[src/rtl/alu_pkg.sv]
// Shared types for the sequential ALU: op codes, FSM states and the NZCV flag bundle.
// The BUSY state exists only when ALU_MUL_EN is defined.
package alu_pkg;

   localparam int unsigned ALU_OP_W = 3;

   typedef enum logic [ALU_OP_W-1:0] {
      ALU_ADD  = 3'b000,
      ALU_SUB  = 3'b001,
      ALU_AND  = 3'b010,
      ALU_OR   = 3'b011,
      ALU_XOR  = 3'b100,
      ALU_SLT  = 3'b101,
      ALU_RSVD = 3'b110,
      ALU_MUL  = 3'b111
   } alu_op_e;

`ifdef ALU_MUL_EN
   typedef enum logic [1:0] {StIdle, StBusy, StDone} alu_state_e;
`else
   typedef enum logic [0:0] {StIdle, StDone} alu_state_e;
`endif

   typedef struct packed {
      logic zero;
      logic negative;
      logic carry;
      logic overflow;
   } alu_flags_t;

endpackage

[src/rtl/param_seq_alu_if.sv]
// Request/response bundle of the sequential ALU; the master drives requests and
// accepts results, the slave (the ALU) answers.
interface param_seq_alu_if
   import alu_pkg::*;
#(
   parameter int unsigned WIDTH = 8
);
   logic                in_valid;
   logic                in_ready;
   logic [WIDTH-1:0]    a;
   logic [WIDTH-1:0]    b;
   logic [ALU_OP_W-1:0] op;
   logic                out_valid;
   logic                out_ready;
   logic [WIDTH-1:0]    result;
   logic                flag_zero;
   logic                flag_negative;
   logic                flag_carry;
   logic                flag_overflow;

   modport master (
      output in_valid, a, b, op, out_ready,
      input  in_ready, out_valid, result,
      input  flag_zero, flag_negative, flag_carry, flag_overflow
   );

   modport slave (
      input  in_valid, a, b, op, out_ready,
      output in_ready, out_valid, result,
      output flag_zero, flag_negative, flag_carry, flag_overflow
   );
endinterface

[src/rtl/param_seq_alu_seq_mul.sv]
// seq_mul: shift-add unsigned multiplier, one multiplier bit per cycle, WIDTH cycles.
// done and product are valid together in the last step cycle (product = next accumulator).
module seq_mul #(
   parameter int unsigned WIDTH = 8
) (
   input  logic               clk,
   input  logic               reset,
   input  logic               start,
   input  logic [WIDTH-1:0]   a,
   input  logic [WIDTH-1:0]   b,
   output logic               busy,
   output logic               done,
   output logic [2*WIDTH-1:0] product
);
   localparam int unsigned CntW = $clog2(WIDTH + 1);

   logic [2*WIDTH-1:0] mcand_q, mcand_d;
   logic [2*WIDTH-1:0] acc_q, acc_d, acc_step;
   logic [WIDTH-1:0]   mplier_q, mplier_d;
   logic [CntW-1:0]    cnt_q, cnt_d;
   logic               busy_q, busy_d;

   assign acc_step = acc_q + (mplier_q[0] ? mcand_q : '0);

   always_comb begin
      mcand_d  = mcand_q;
      acc_d    = acc_q;
      mplier_d = mplier_q;
      cnt_d    = cnt_q;
      busy_d   = busy_q;
      if (start && !busy_q) begin
         mcand_d  = {{WIDTH{1'b0}}, a};
         mplier_d = b;
         acc_d    = '0;
         cnt_d    = CntW'(WIDTH);
         busy_d   = 1'b1;
      end else if (busy_q) begin
         acc_d    = acc_step;
         mcand_d  = mcand_q << 1;
         mplier_d = mplier_q >> 1;
         cnt_d    = cnt_q - CntW'(1);
         if (cnt_q == CntW'(1)) begin
            busy_d = 1'b0;
         end
      end
   end

   always_ff @(posedge clk) begin
      if (reset) begin
         mcand_q  <= '0;
         acc_q    <= '0;
         mplier_q <= '0;
         cnt_q    <= '0;
         busy_q   <= 1'b0;
      end else begin
         mcand_q  <= mcand_d;
         acc_q    <= acc_d;
         mplier_q <= mplier_d;
         cnt_q    <= cnt_d;
         busy_q   <= busy_d;
      end
   end

   assign busy    = busy_q;
   assign done    = busy_q && (cnt_q == CntW'(1));
   assign product = acc_step;

endmodule

[src/rtl/param_seq_alu.sv]
// Sequential ALU with registered result and NZCV flags; single-cycle ops finish at the accept edge.
// Define ALU_MUL_EN to add the iterative multiplier (op 111); otherwise op 111 is reserved.
module param_seq_alu
   import alu_pkg::*;
#(
   parameter int unsigned WIDTH = 8
) (
   input logic             clk,
   input logic             reset,
   param_seq_alu_if.slave  bus
);
   alu_state_e       state_q, state_d;
   logic [WIDTH-1:0] result_q, result_d;
   alu_flags_t       flags_q, flags_d;

   alu_op_e          op;
   logic             is_sub;
   logic [WIDTH-1:0] b_opnd;
   logic [WIDTH:0]   sum;
   logic             slt;
   logic [WIDTH-1:0] alu_res;
   logic             alu_c, alu_v;

   assign op = alu_op_e'(bus.op);

   // One adder for ADD and SUB: SUB is a + ~b + 1.
   assign is_sub = (op == ALU_SUB);
   assign b_opnd = is_sub ? ~bus.b : bus.b;
   assign sum    = {1'b0, bus.a} + {1'b0, b_opnd} + {{WIDTH{1'b0}}, is_sub};
   assign slt    = $signed(bus.a) < $signed(bus.b);

   always_comb begin
      alu_res = '0;
      alu_c   = 1'b0;
      alu_v   = 1'b0;
      case (op)
         ALU_ADD, ALU_SUB: begin
            alu_res = sum[WIDTH-1:0];
            alu_c   = sum[WIDTH];
            alu_v   = (bus.a[WIDTH-1] == b_opnd[WIDTH-1]) && (sum[WIDTH-1] != bus.a[WIDTH-1]);
         end
         ALU_AND: alu_res = bus.a & bus.b;
         ALU_OR:  alu_res = bus.a | bus.b;
         ALU_XOR: alu_res = bus.a ^ bus.b;
         ALU_SLT: alu_res = {{(WIDTH-1){1'b0}}, slt};
         default: alu_res = '0;
      endcase
   end

`ifdef ALU_MUL_EN
   logic               mul_start, mul_busy, mul_done;
   logic [2*WIDTH-1:0] mul_product;

   seq_mul #(
      .WIDTH (WIDTH)
   ) u_seq_mul (
      .clk     (clk),
      .reset   (reset),
      .start   (mul_start),
      .a       (bus.a),
      .b       (bus.b),
      .busy    (mul_busy),
      .done    (mul_done),
      .product (mul_product)
   );
`endif

   always_comb begin
      state_d  = state_q;
      result_d = result_q;
      flags_d  = flags_q;
`ifdef ALU_MUL_EN
      mul_start = 1'b0;
`endif
      case (state_q)
         StIdle: begin
            if (bus.in_valid) begin
`ifdef ALU_MUL_EN
               if (op == ALU_MUL) begin
                  mul_start = 1'b1;
                  state_d   = StBusy;
               end else
`endif
               begin
                  result_d = alu_res;
                  flags_d  = '{zero:     (alu_res == '0),
                               negative: alu_res[WIDTH-1],
                               carry:    alu_c,
                               overflow: alu_v};
                  state_d  = StDone;
               end
            end
         end
`ifdef ALU_MUL_EN
         StBusy: begin
            if (mul_done) begin
               result_d = mul_product[WIDTH-1:0];
               flags_d  = '{zero:     (mul_product[WIDTH-1:0] == '0),
                            negative: mul_product[WIDTH-1],
                            carry:    |mul_product[2*WIDTH-1:WIDTH],
                            overflow: 1'b0};
               state_d  = StDone;
            end else if (!mul_busy) begin
               // Multiplier lost its operation; never hang in BUSY.
               state_d = StIdle;
            end
         end
`endif
         StDone: begin
            if (bus.out_ready) begin
               state_d = StIdle;
            end
         end
         default: state_d = StIdle;
      endcase
   end

   always_ff @(posedge clk) begin
      if (reset) begin
         state_q  <= StIdle;
         result_q <= '0;
         flags_q  <= '0;
      end else begin
         state_q  <= state_d;
         result_q <= result_d;
         flags_q  <= flags_d;
      end
   end

   assign bus.in_ready      = (state_q == StIdle);
   assign bus.out_valid     = (state_q == StDone);
   assign bus.result        = result_q;
   assign bus.flag_zero     = flags_q.zero;
   assign bus.flag_negative = flags_q.negative;
   assign bus.flag_carry    = flags_q.carry;
   assign bus.flag_overflow = flags_q.overflow;

endmodule

[src/flat_wrapper.sv]
// flat-port wrapper written by rule: the top's interface ports become plain ports
module param_seq_alu_flat import alu_pkg::*;
#(
   parameter int unsigned WIDTH = 8
)
  (clk, reset, bus_in_valid, bus_a, bus_b, bus_op, bus_out_ready, bus_in_ready, bus_out_valid, bus_result, bus_flag_zero, bus_flag_negative, bus_flag_carry, bus_flag_overflow);
  param_seq_alu_if #(.WIDTH(WIDTH)) bus_i ();
  input logic clk;
  input logic reset;
  input wire logic [$bits(bus_i.in_valid)-1:0] bus_in_valid;
  input wire logic [$bits(bus_i.a)-1:0] bus_a;
  input wire logic [$bits(bus_i.b)-1:0] bus_b;
  input wire logic [$bits(bus_i.op)-1:0] bus_op;
  input wire logic [$bits(bus_i.out_ready)-1:0] bus_out_ready;
  output wire logic [$bits(bus_i.in_ready)-1:0] bus_in_ready;
  output wire logic [$bits(bus_i.out_valid)-1:0] bus_out_valid;
  output wire logic [$bits(bus_i.result)-1:0] bus_result;
  output wire logic [$bits(bus_i.flag_zero)-1:0] bus_flag_zero;
  output wire logic [$bits(bus_i.flag_negative)-1:0] bus_flag_negative;
  output wire logic [$bits(bus_i.flag_carry)-1:0] bus_flag_carry;
  output wire logic [$bits(bus_i.flag_overflow)-1:0] bus_flag_overflow;
  assign bus_i.in_valid = bus_in_valid;
  assign bus_i.a = bus_a;
  assign bus_i.b = bus_b;
  assign bus_i.op = bus_op;
  assign bus_i.out_ready = bus_out_ready;
  assign bus_in_ready = bus_i.in_ready;
  assign bus_out_valid = bus_i.out_valid;
  assign bus_result = bus_i.result;
  assign bus_flag_zero = bus_i.flag_zero;
  assign bus_flag_negative = bus_i.flag_negative;
  assign bus_flag_carry = bus_i.flag_carry;
  assign bus_flag_overflow = bus_i.flag_overflow;
  param_seq_alu #(.WIDTH(WIDTH)) u_core (.clk(clk), .reset(reset), .bus(bus_i));
endmodule
[config.mk]
export PLATFORM = sky130hd
export DESIGN_NAME = param_seq_alu_flat
export DESIGN_NICKNAME = d
export VERILOG_FILES = /design/src/rtl/alu_pkg.sv /design/src/rtl/param_seq_alu_if.sv /design/src/rtl/param_seq_alu_seq_mul.sv /design/src/rtl/param_seq_alu.sv /design/src/flat_wrapper.sv
export SDC_FILE = /design/constraint.sdc
export NUM_CORES = 1
export LEC_CHECK = 0
export CAP_MARGIN = 10
export CORE_MARGIN = 1
export CORE_UTILIZATION = 25
export CTS_BUF_LIST = sky130_fd_sc_hd__clkbuf_8
export CTS_CLUSTER_SIZE = 12
export DETAILED_ROUTE_END_ITERATION = 16
export PLACE_DENSITY = 0.56
export RECOVER_POWER = 100
export SKIP_CTS_REPAIR_TIMING = 1
export SLEW_MARGIN = 20
export SYNTH_ARGS = -nofsm -noshare
export SYNTH_HDL_FRONTEND = slang
export SYNTH_SLANG_ARGS = --single-unit
[constraint.sdc]
create_clock -name clk -period 3.25 [get_ports clk]
set_input_delay 0.4875 -clock clk [delete_from_list [all_inputs] [get_ports clk]]
set_output_delay 0.4875 -clock clk [all_outputs]
set_load 0.02 [all_outputs]
* After elaboration in Yosys (flattened, before gate mapping)
Cells that the tools add are included.
** Storage, ports and cells
- Bits of input ports :: 23
- Bits in registers :: 13
- Word-level logic and storage cells :: 33
- Output and inout bits :: 14
- Memory bits (writable) :: 0
- Latch bits :: 0
- Memory bits (read-only) :: 0
- Memories :: 0
** Cells by class
- Reductions and logical operators :: 5
- Add/sub/neg operators :: 2
- Equal/unequal tests :: 7
- Order comparisons :: 1
- Mux-type cells :: 7
- Div/mod/pow operators :: 0
- Multipliers :: 0
- Bitwise operators :: 5
- Shift operators :: 0
** Operator list (number)
- $pmux W8 S5 :: 1
- $add A8 B8 Y9 :: 1
- $add A9 B1 Y9 :: 1
- $and A8 B8 Y8 :: 1
- $logic_not A8 Y1 :: 1
- $lt A8 B8 Y1 :: 1
- $mux W8 :: 1
- $not A8 Y8 :: 1
- $or A8 B8 Y8 :: 1
- $xor A8 B8 Y8 :: 1
- $eq A3 B2 Y1 const B :: 2
- $eq A3 B3 Y1 const B :: 2
- $mux W1 :: 4
- $eq A3 B1 Y1 const B :: 1
- $logic_not A3 Y1 :: 1
- $pmux W1 S2 :: 1
- $reduce_and A2 Y1 :: 1
- $reduce_or A2 Y1 :: 1
- $eq A1 B1 Y1 :: 1
- $logic_and A1 B1 Y1 :: 1
- $ne A1 B1 Y1 :: 1
- $not A1 Y1 :: 1

* Depth between registers and ports, before layout
Gate-level depths: netlist of the first run.
- Depth in word-level cells :: 7
- Gate-level depth with buffers :: 12
- Depth with buffers taken out :: 10

* Worst setup path after synthesis of the first run
OpenSTA, ideal clock, no wires.
- Kind :: input-to-reg
- Start point :: in bus_op[2]
- End point :: reg u_core.flags_q, in the netlist u_core.bus.flag_zero
- Required time :: 3134 ps
- Slack :: 71 ps
- Library setup time :: 116 ps
- Buffers on the path :: 2
- Arrival :: 3063 ps
- Stages :: 12
- Cells stage by stage :: buf_2 nor2_1 and2_1 buf_2 xnor2_1 fa_1 a211o_1 a2111oi_0 a21oi_1 and3_1 and4_1 a31o_1
** On the way
- Cells in the longest elaborated chain, start to end :: 6
- Elaborated cells between the ends (all ways) :: 12
- Those cells by class :: 2 x add/sub; 5 x eq/ne; 2 x mux; 3 x reduce/logical
** RTL lines
- from (decl) :: RTL line flat_wrapper.sv:13 : input wire logic [$bits(bus_i.op)-1:0] bus_op;
- $eq A3 B1 Y1 :: RTL line param_seq_alu.sv:27, param_seq_alu.sv:36
- $mux W8 :: RTL line param_seq_alu.sv:28 : assign b_opnd = is_sub ? ~bus.b : bus.b;
- $add A8 B8 Y9 :: RTL line param_seq_alu.sv:29 : assign sum = {1'b0, bus.a} + {1'b0, b_opnd} + {{WIDTH{1'b0}}, is_sub};
- $add A9 B1 Y9 :: RTL line param_seq_alu.sv:29
- $pmux W8 S5 (*) :: RTL line param_seq_alu.sv:36 : case (op)
- $logic_not A8 Y1 (*) :: RTL line param_seq_alu.sv:86 : flags_d = '{zero: (alu_res == '0),
- to (signal assigned) :: RTL line param_seq_alu.sv:126 : flags_q <= flags_d;
- to (decl) :: RTL line param_seq_alu.sv:14 : alu_flags_t flags_q, flags_d;
Mark *: on every way between the ends. The rest lies on a longest branch, timed or not.
A chain may end at the register's enable or synchronous reset.

* Worst setup path after layout of the first run
Same ends and word-level chain as after synthesis.

==> results.md, run 1 <==
* TritonCTS clock tree: done
* Critical Path Fanout Max at 4
* R2r startpoint: u_core.bus.out_valid
* Worst path cell trace: clkdlybuf4s50_1 > nor2_1 > and2_1 > buf_4 > xnor2_1 > ha_1 > o21a_1 > a21oi_1 > or4b_1 > and3_1 > and4_1 > a31o_1
* Slowest CP cell: or4b_1
* Peak VDD IR at between 200 and 250 uV
* Mapped Area at ~1600 um^2
* Synth warnings at 0
* Tcrit/Tclk final at 0.948
* Final nets at around 300
* Initial Util at 0.263
* Seq pwr share at 0.279
* Min-delay src: u_core.bus.flag_overflow
* CP startpoint: bus_op[2]
* H-tree levels at 1
* Placed cell count at about 310
* Post-layout util at 0.360
* Mapped Nets at 249
* Area share of and/or/nand/nor cells after synthesis at 0.204
* Die width at about 82 um
* Vias in the first global route at between 1000 and 1500
* Classification of the worst setup path: in2reg
* Initial antenna violation count at 0
* Clock-pin slew on the worst setup and hold paths at 50 ps
* Num rows at 28
* CTS Buf Count at 3
* Post-DRT Antenna Nets at 0
* Number of synthesized flops with an enable pin at 0
* Mux cell area share after synthesis at 0.0126
* # diodes at 0
* Die H at about 80 um
* Vias per cell at about 4.8
* Post-synth top cells: 31 x ha_1, 20 x inv_1, 17 x nor2_1
* Top Ports at 37
* Top cell type's share of synthesized area at 0.245
* Drt initial violations at 70
* CP Data Required Time at roughly 3400 ps
* Net Sw Power at 202 uW
* Combinational Power Share at 0.504
* Routed wire length at ~3.8 mm
* Clk_skew at 0.450 ps
* Final-report hold violation count at 0
* Non-filler cells, final at 317
* PD cells at approximately 270 nW/um^2
* Post-synthesis cell count at approximately 190
* Clk Latency, worst-skew pair at 230 ps
* Largest net degree at the start of global routing at 19
* Post-synthesis compound-gate area fraction at 0.229
* Main combinational cell family by area after synthesis: adder cells
* Synthesized flop and latch total at 12
* First-pass GRT wire length at between 6 and 7 mm
* Setup TNS at 0 ps
* Worst Tran Pin Value at roughly 510 ps
* Post-synth top flop: dfxtp_1
* Fmax at around 320 MHz
* RD Place Congestion at between 0.8 and 0.9
* Sink Count at 12
* Layout cells sized above 1 at 0.120
* Wire length per cell at around 12 um
* Post-synth ARST share at 0
* Synth area leader: ha_1
* Post-synthesis xor/xnor area fraction at 0.0664
* Switching Share at 0.344
* Mean area per synthesized cell at around 8.2 um^2
* Sequential area share after synthesis at 0.152
* Status: finished, final reports clean
* Clock power frac at 0.217
* Clk root buf: clkbuf_8
* Critical Path AT at around 3200 ps
* Port Buf Inserts at 36
* CP Capture Type: flop
* Count of cell types in the netlist at between 40 and 50
* Worst slew margin at 0.661
* Slew Limit Fails at 0
* Post-Synth Adder-Cell Area at 0.258
* Total of max-cap violations at 0
* GRT Total Usage at 0.120
* Leading post-synthesis cells by cell area: ha_1 24%, dfxtp_1 15%, xnor2_1 5.5%
* Area growth from synthesis to layout at 37.0%
* Endpoints failing setup at 0
* Worst min-delay path class: reg2reg
* Slowest cell delay on critical path at 510 ps
* P_int at 386 uW
* Die area at 6660 um^2
* Top-count cell post-synth: ha_1
* Startpoint type of the worst setup path: primary input
* Clock Path Buffers at 2
* Grt total ovfl at 0
* Post-DP HPWL at 3.22 mm
* Leak pwr at just under 1 nW
* Final min period at 3080 ps
* Via count at around 1500
* CORE AREA at roughly 6000 um^2
* Pre-antenna DRT Iters at 4
* # DRC at 0
==> registers in the layout, summed over array words and instances, names as in the netlist <==
signal	flops
u_core.bus.flag_carry	1
u_core.bus.flag_negative	1
u_core.bus.flag_overflow	1
u_core.bus.flag_zero	1
u_core.bus.out_valid	1
u_core.bus.result	7
==> critical path, delay by kind of cell <==
family | cells | cell delay [ps]
compound gates | 3 | 500
xor+xnor | 1 | 120
fa+ha+maj | 1 | 340
buf+inv | 2 | 640
simple gates | 5 | 1130
==> kinds of logic after synthesis <==
family,Yosys count
adders and majority gates,32
AOI/OAI and AO/OA,50
and+or+nand+nor,57
buffers and inverters,29
xor gates and xnor gates,12
DFF,12
muxes,2
==> per-layer routing <==
metal	vias to the layer above	GRT usage	wire length (um)
li1	787	-	-
met1	688	0.161	1910
met2	33	0.202	1770
met3	4	0.00778	110
met4	0	0.0386	39
met5	-	0	0
==> path summary, 6_finish.rpt <==
kind	to	slack [ps]	cells after the start
worst max-delay path	u_core.bus.flag_zero	170	12
worst min-delay path	u_core.bus.flag_overflow	450	2
worst max register to register	u_core.bus.flag_zero	1900	6
worst min register to register	u_core.bus.flag_overflow	450	2
==> cell type report <==
cell class,instances,area (um^2)
clock buffer,3,41.3
fill,626,3850
inverter,20,75.1
multi-input combinational,153,1220
sequential,12,240
tap,75,93.8
timing repair buffer,54,495
==> power groups by stage <==
stage	clock network [mW]	logic (mW)	registers, mW
floorplan	0	0.167	0.181
global placement	0	0.298	0.167
detailed placement	0	0.298	0.168
CTS	0.134	0.300	0.165
global route	0.139	0.331	0.166
finish	0.128	0.296	0.164
==> cell usage in the layout (no fill, tap or decap), types with 3 or more instances in the layout <==
cell type / instances
buf_4: 17
xnor2_1: 10
nor2_1: 17
a211oi_1: 9
nand2_1: 8
clkbuf_8: 3
a221oi_1: 3
and3_1: 3
a21oi_1: 11
dfxtp_1: 12
ha_1: 31
clkdlybuf4s50_1: 20
o21ai_0: 4
dlygate4sd3_1: 16
inv_1: 20
nor2b_1: 4
o21a_1: 4
nand2b_1: 6
==> metrics by stage <==
step	worst slack [ps]	cell area, um^2	power (mW)	hold WS [ps]
after global placement	-12.4	2120	0.465	447
after global routing	-0.765	2170	0.636	511
after detailed placement	-63.1	2120	0.466	455
final	169	2170	0.588	452
after floorplan	71.1	1580	0.348	529
after CTS	177	2160	0.599	462
No activity file was read; power rests on OpenSTA's default activity.
==> inputs of run 2 (changes only) <==
--- a/config.mk
+++ b/config.mk
@@ -5,13 +5,14 @@
 export SDC_FILE = /design/constraint.sdc
 export NUM_CORES = 1
 export LEC_CHECK = 0
-export CAP_MARGIN = 10
+export CAP_MARGIN = 20
 export CORE_MARGIN = 1
 export CORE_UTILIZATION = 25
 export CTS_BUF_LIST = sky130_fd_sc_hd__clkbuf_8
 export CTS_CLUSTER_SIZE = 12
 export DETAILED_ROUTE_END_ITERATION = 16
-export PLACE_DENSITY = 0.56
+export DONT_BUFFER_PORTS = 1
+export PLACE_DENSITY = 0.49
 export RECOVER_POWER = 100
 export SKIP_CTS_REPAIR_TIMING = 1
 export SLEW_MARGIN = 20
==> results.md, run 2 (synthesis results as in run 1) <==
* Startpoint type of the worst setup path: primary input
* Clock-pin slew on the worst setup and hold paths at 50 ps (about the same)
* Slowest CP cell: fa_1
* Top Ports at 37 (unchanged)
* Routed wire length at 3.88 mm (+1.5%)
* GRT Total Usage at 0.125 (+0.00546)
* Leak pwr at 0.746 nW (-24%)
* Die area at 6660 um^2 (unchanged)
* TritonCTS clock tree: done
* Multi-input combinational cell area at 1210 um^2 (-1.0%)
* Tcrit/Tclk final at 0.830 (-0.117)
* Post-DP HPWL at 3.22 mm (-0.15%)
* Pre-antenna DRT Iters at 4 (unchanged)
* Filler cells at 675 (+7.8%)
* Worst path cell trace: nor2_1 > and2_0 > xnor2_1 > fa_1 > a211o_1 > a2111oi_0 > a21oi_1 > and3_1 > and4_1 > a31o_1
* Worst Tran Pin Value at 617 ps (+110 ps)
* CORE AREA at 6030 um^2 (unchanged)
* Critical Path Fanout Max at 12 (+8)
* First-pass GRT wire length at 6.42 mm (+1.4%)
* Final nets at 248 (-17%)
* Hold Path Cell Cnt at 1 (-1)
* Area growth from synthesis to layout at 7.27%
* Port Buf Inserts at 0 (-100%)
* Status: finished, final reports clean
* Num rows at 28 (unchanged)
* CP Capture Type: flop
* Slew Limit Fails at 0 (unchanged)
* Die H at 81.6 um (unchanged)
* Clock Path Buffers at 2 (unchanged)
* FF-to-FF path depth at 6 (unchanged)
* Fmax at 371 MHz (+14%)
* Setup TNS at 0 ps (unchanged)
* Via count at 1333 (-12%)
* Total of max-cap violations at 0 (unchanged)
* Slowest cell delay on critical path at 440 ps (-70 ps)
* Clk Latency, worst-skew pair at 240 ps (about the same)
* Peak VDD IR at 200 uV (-17%)
* Initial Util at 0.263 (unchanged)
* Post-DRT Antenna Nets at 0 (unchanged)
* Endpoints failing setup at 0 (unchanged)
* Largest net degree at the start of global routing at 21 (+2)
* Most common cell after layout, fill and taps aside: ha_1
* Worst min-delay path class: in2reg
* Post-layout util at 0.282 (-0.0783)
* Final-report hold violation count at 0 (unchanged)
* RSZ-0062 raised after global routing: no
* Classification of the worst setup path: in2reg
* Vias per cell at 4.99 (+4.7%)
* Die width at 81.6 um (unchanged)
* Sink Count at 12 (unchanged)
* H-tree levels at 1 (unchanged)
* Grt total ovfl at 0 (unchanged)
* Register Area at 240 um^2 (unchanged)
* CTS Buf Count at 3 (unchanged)
* Drt initial violations at 77 (+10%)
* PD cells at 315 nW/um^2 (+16%)
* Clk_skew at 2.40 ps (+1.95 ps)
* Vias in the first global route at 1310 (-4.7%)
* Wire length per cell at 14.5 um (+20%)
* Initial antenna violation count at 0 (unchanged)
* Clk root buf: clkbuf_8
* RD Place Congestion at 0.785 (-8.1%)
* Layout cells sized above 1 at 0.0677 (-0.0521)
* # DRC at 0 (unchanged)
* Largest register FFs at 7 (unchanged)
* CP Data Required Time at 3380 ps (about the same)
* Final min period at 2700 ps (-382 ps)
* Total Power at 535 uW (-9.1%)
* # diodes at 0 (unchanged)
* Worst slew margin at 0.583 (-0.0784)
* Critical Path AT at 2830 ps (-380 ps)
* Most frequent cells in the layout: 31 x ha_1, 20 x inv_1, 17 x nor2_1
==> run 2: worst paths after layout <==
path,from,endpoint,slack (ps)
max,bus_op[2],u_core.bus.flag_zero,550
min,reset,u_core.bus.flag_carry,310
max reg2reg,u_core.bus.out_valid,u_core.bus.flag_zero,1590
min reg2reg,u_core.bus.flag_overflow,u_core.bus.flag_overflow,560
==> run 2: final cells by class <==
cell class | instances | area share
Clock buffer | 4 | 0.0324
Inverter | 20 | 0.0442
Multi-Input combinational cell | 153 | 0.714
Sequential cell | 12 | 0.141
Tap cell | 75 | 0.0552
Timing Repair Buffer | 3 | 0.0133
==> run 2: report_power, final <==
part	leakage, nW	internal [mW]	switching [mW]
logic	0.619	0.0886	0.106
registers	0.0988	0.158	0.0227
clock network	0.0288	0.107	0.0521
==> run 2: metal layers <==
layer  vias up  routed length (um)  track usage  share of wire
met1       600                1900        0.168           0.49
met5         -                   0            0              0
met3        10                 272       0.0278          0.070
met4         0                  90       0.0614          0.023
met2        39                1630        0.187           0.42
li1        684                   -            -              -
==> run 2: metrics by stage <==
stage | hold WS (ps) | setup WS [ps] | std cells | area (um^2)
2_1_floorplan | 529 | 71.1 | 194 | 1580
6_report | 314 | 551 | 267 | 1700
3_5_place_dp | 555 | 374 | 263 | 1650
5_1_grt | 303 | 317 | 267 | 1700
4_1_cts | 305 | 627 | 267 | 1710
3_3_place_gp | 546 | 413 | 263 | 1650
==> run 2: critical path: cells and delay by family <==
| kind | cells | cell delay [ps] |
|---|---|---|
| XOR/XNOR | 1 | 140 |
| adder cells (fa/ha/maj) | 1 | 440 |
| AO/OA/AOI/OAI | 4 | 990 |
| AND/OR/NAND/NOR | 4 | 770 |
==> inputs of run 3 (changes only) <==
==> constraint.sdc (replaced) <==
create_clock -name clk -period 2.3 [get_ports clk]
set_input_delay 0.345 -clock clk [delete_from_list [all_inputs] [get_ports clk]]
set_output_delay 0.345 -clock clk [all_outputs]
set_load 0.02 [all_outputs]
==> results.md, run 3 (synthesis results as in run 1) <==
* Status: finished, final reports clean
* Grt total ovfl at 0 (unchanged)
* H-tree levels at 1 (unchanged)
* Clk root buf: clkbuf_8
* Final nets at 269 (+8.5%)
* Via count at 1385 (+3.9%)
* Non-filler cells, final at 288 (+7.9%)
* Filler cells at 647 (-4.1%)
* # diodes at 0 (unchanged)
* Most frequent cells in the layout: 28 x ha_1, 21 x buf_4, 20 x inv_1
* DP Area at 1860 um^2 (+13%)
* Classification of the worst setup path: in2reg
* # DRC at 0 (unchanged)
* Num rows at 28 (unchanged)
* Total of max-cap violations at 0 (unchanged)
* Post-Layout Inst Area at 2000 um^2 (+18%)
* CORE AREA at 6030 um^2 (unchanged)
* First-pass GRT wire length at 6.71 mm (+4.5%)
* CP startpoint: bus_op[1]
* Port Buf Inserts at 0 (unchanged)
* Initial antenna violation count at 0 (unchanged)
* Die H at 81.6 um (unchanged)
* Fmax at 443 MHz
* R2r setup slk at 660 ps (-930 ps)
* Clk Latency, worst-skew pair at 230 ps (about the same)
* Final-report hold violation count at 0 (unchanged)
* Vias per cell at 4.81 (-3.7%)
* Clock-pin slew on the worst setup and hold paths at 50 ps (about the same)
* Buf/Inv on CP at 0 (unchanged)
* Peak VDD IR at 377 uV (+88%)
* Final min period at 2260 ps
* Worst min-delay path class: in2reg
* CP Capture Point: u_core.bus.flag_zero
* Setup TNS at 0 ps (unchanged)
* Die width at 81.6 um (unchanged)
* Top delay family on crit path: simple AND/OR/NAND/NOR gates
* Worst Tran Pin Value at 519 ps (-98.4 ps)
* CTS Buf Count at 3 (unchanged)
* Top Ports at 37 (unchanged)
* R2r startpoint: u_core.bus.out_valid
* Post-DRT Antenna Nets at 0 (unchanged)
* Worst path cell trace: nor2_4 > and2_4 > xnor2_1 > ha_2 > a211o_1 > a21oi_1 > or4b_1 > and3_4 > and4_1 > a31o_1
* Leak pwr at 0.896 nW (+20%)
* Sink Count at 12 (unchanged)
* Routed wire length at 4.14 mm (+6.5%)
* Largest net degree at the start of global routing at 21 (unchanged)
* Die area at 6660 um^2 (unchanged)
* CP Depth at 10 (unchanged)
* RD Place Congestion at 0.801 (+2.0%)
* Startpoint type of the worst setup path: primary input
* Area growth from synthesis to layout at 26.2%
* Critical Path AT at 2390 ps (-440 ps)
* Clk_skew at 0.614 ps (-1.78 ps)
* FF-to-FF path depth at 6 (unchanged)
* Clock Path Buffers at 2 (unchanged)
* Critical Path Fanout Max at 11 (-1)
* Placed cell count at 283 (+7.6%)
* Register Area at 240 um^2 (unchanged)
* RSZ-0062 raised after global routing: yes
* Vias in the first global route at 1407 (+7.4%)
* Slowest cell delay on critical path at 480 ps (+40 ps)
* Post-DP HPWL at 3.46 mm (+7.4%)
* Endpoints failing setup at 0 (unchanged)
* Tcrit/Tclk final at 0.982
* Largest register FFs at 7 (unchanged)
* Slew Limit Fails at 0 (unchanged)
* Post-layout util at 0.332 (+0.0498)
* Drt initial violations at 58 (-25%)
* Most common cell after layout, fill and taps aside: ha_1
* Pre-antenna DRT Iters at 4 (unchanged)
* Wire length per cell at 14.4 um (-1.3%)
* Slowest CP cell: or4b_1
* CP Capture Type: flop
* FF-to-FF End: u_core.bus.flag_zero
* GRT Total Usage at 0.132 (+0.00685)
* Multi-input combinational cell area at 1340 um^2 (+11%)
* Initial Util at 0.263 (unchanged)
* PD cells at 425 nW/um^2 (+35%)
* TritonCTS clock tree: done
* Layout cells sized above 1 at 0.239 (+0.172)
* Worst slew margin at 0.653 (+0.0707)
* CP Data Required Time at 2430 ps (-950 ps)
-- run 3: cell type report --
type | instances | share of cell area
multi-input cells | 153 | 0.671
flip-flops and latches | 12 | 0.120
repair buffers | 24 | 0.0964
well taps | 75 | 0.0469
inverters | 20 | 0.0375
clock buffers | 4 | 0.0275
-- run 3: through the flow --
| step | total power, mW | setup WS (ps) | hold slack (ps) |
|---|---|---|---|
| finish | 0.849 | 40.5 | 167 |
| global route | 0.912 | -47.4 | 164 |
| CTS | 0.834 | -24.3 | 170 |
| detailed placement | 0.605 | -266 | 418 |
| global placement | 0.605 | -233 | 417 |
| floorplan | 0.512 | -477 | 423 |
-- run 3: how the worst min path moves through the flow --
| stage | startpoint | cells after the start | end | slack (ps) |
|---|---|---|---|---|
| after detailed placement | reset | 1 | u_core.bus.flag_overflow | 420 |
| after global routing | reset | 1 | u_core.bus.flag_overflow | 160 |
| final | reset | 1 | u_core.bus.flag_overflow | 170 |
| after CTS | reset | 1 | u_core.bus.flag_overflow | 170 |
| after floorplan | reset | 1 | u_core.bus.out_valid | 420 |
| after global placement | reset | 1 | u_core.bus.flag_overflow | 420 |
-- run 3: metal layers --
layer / routed length (um) / GRT usage
met5: 0 / 0
met4: 40 / 0.0333
met2: 1890 / 0.227
met1: 1980 / 0.168
met3: 234 / 0.0244
-- run 3: where the power goes --
| part | switching, mW | internal, mW |
|---|---|---|
| combinational | 0.177 | 0.192 |
| sequential | 0.0319 | 0.224 |
| clock | 0.0737 | 0.151 |
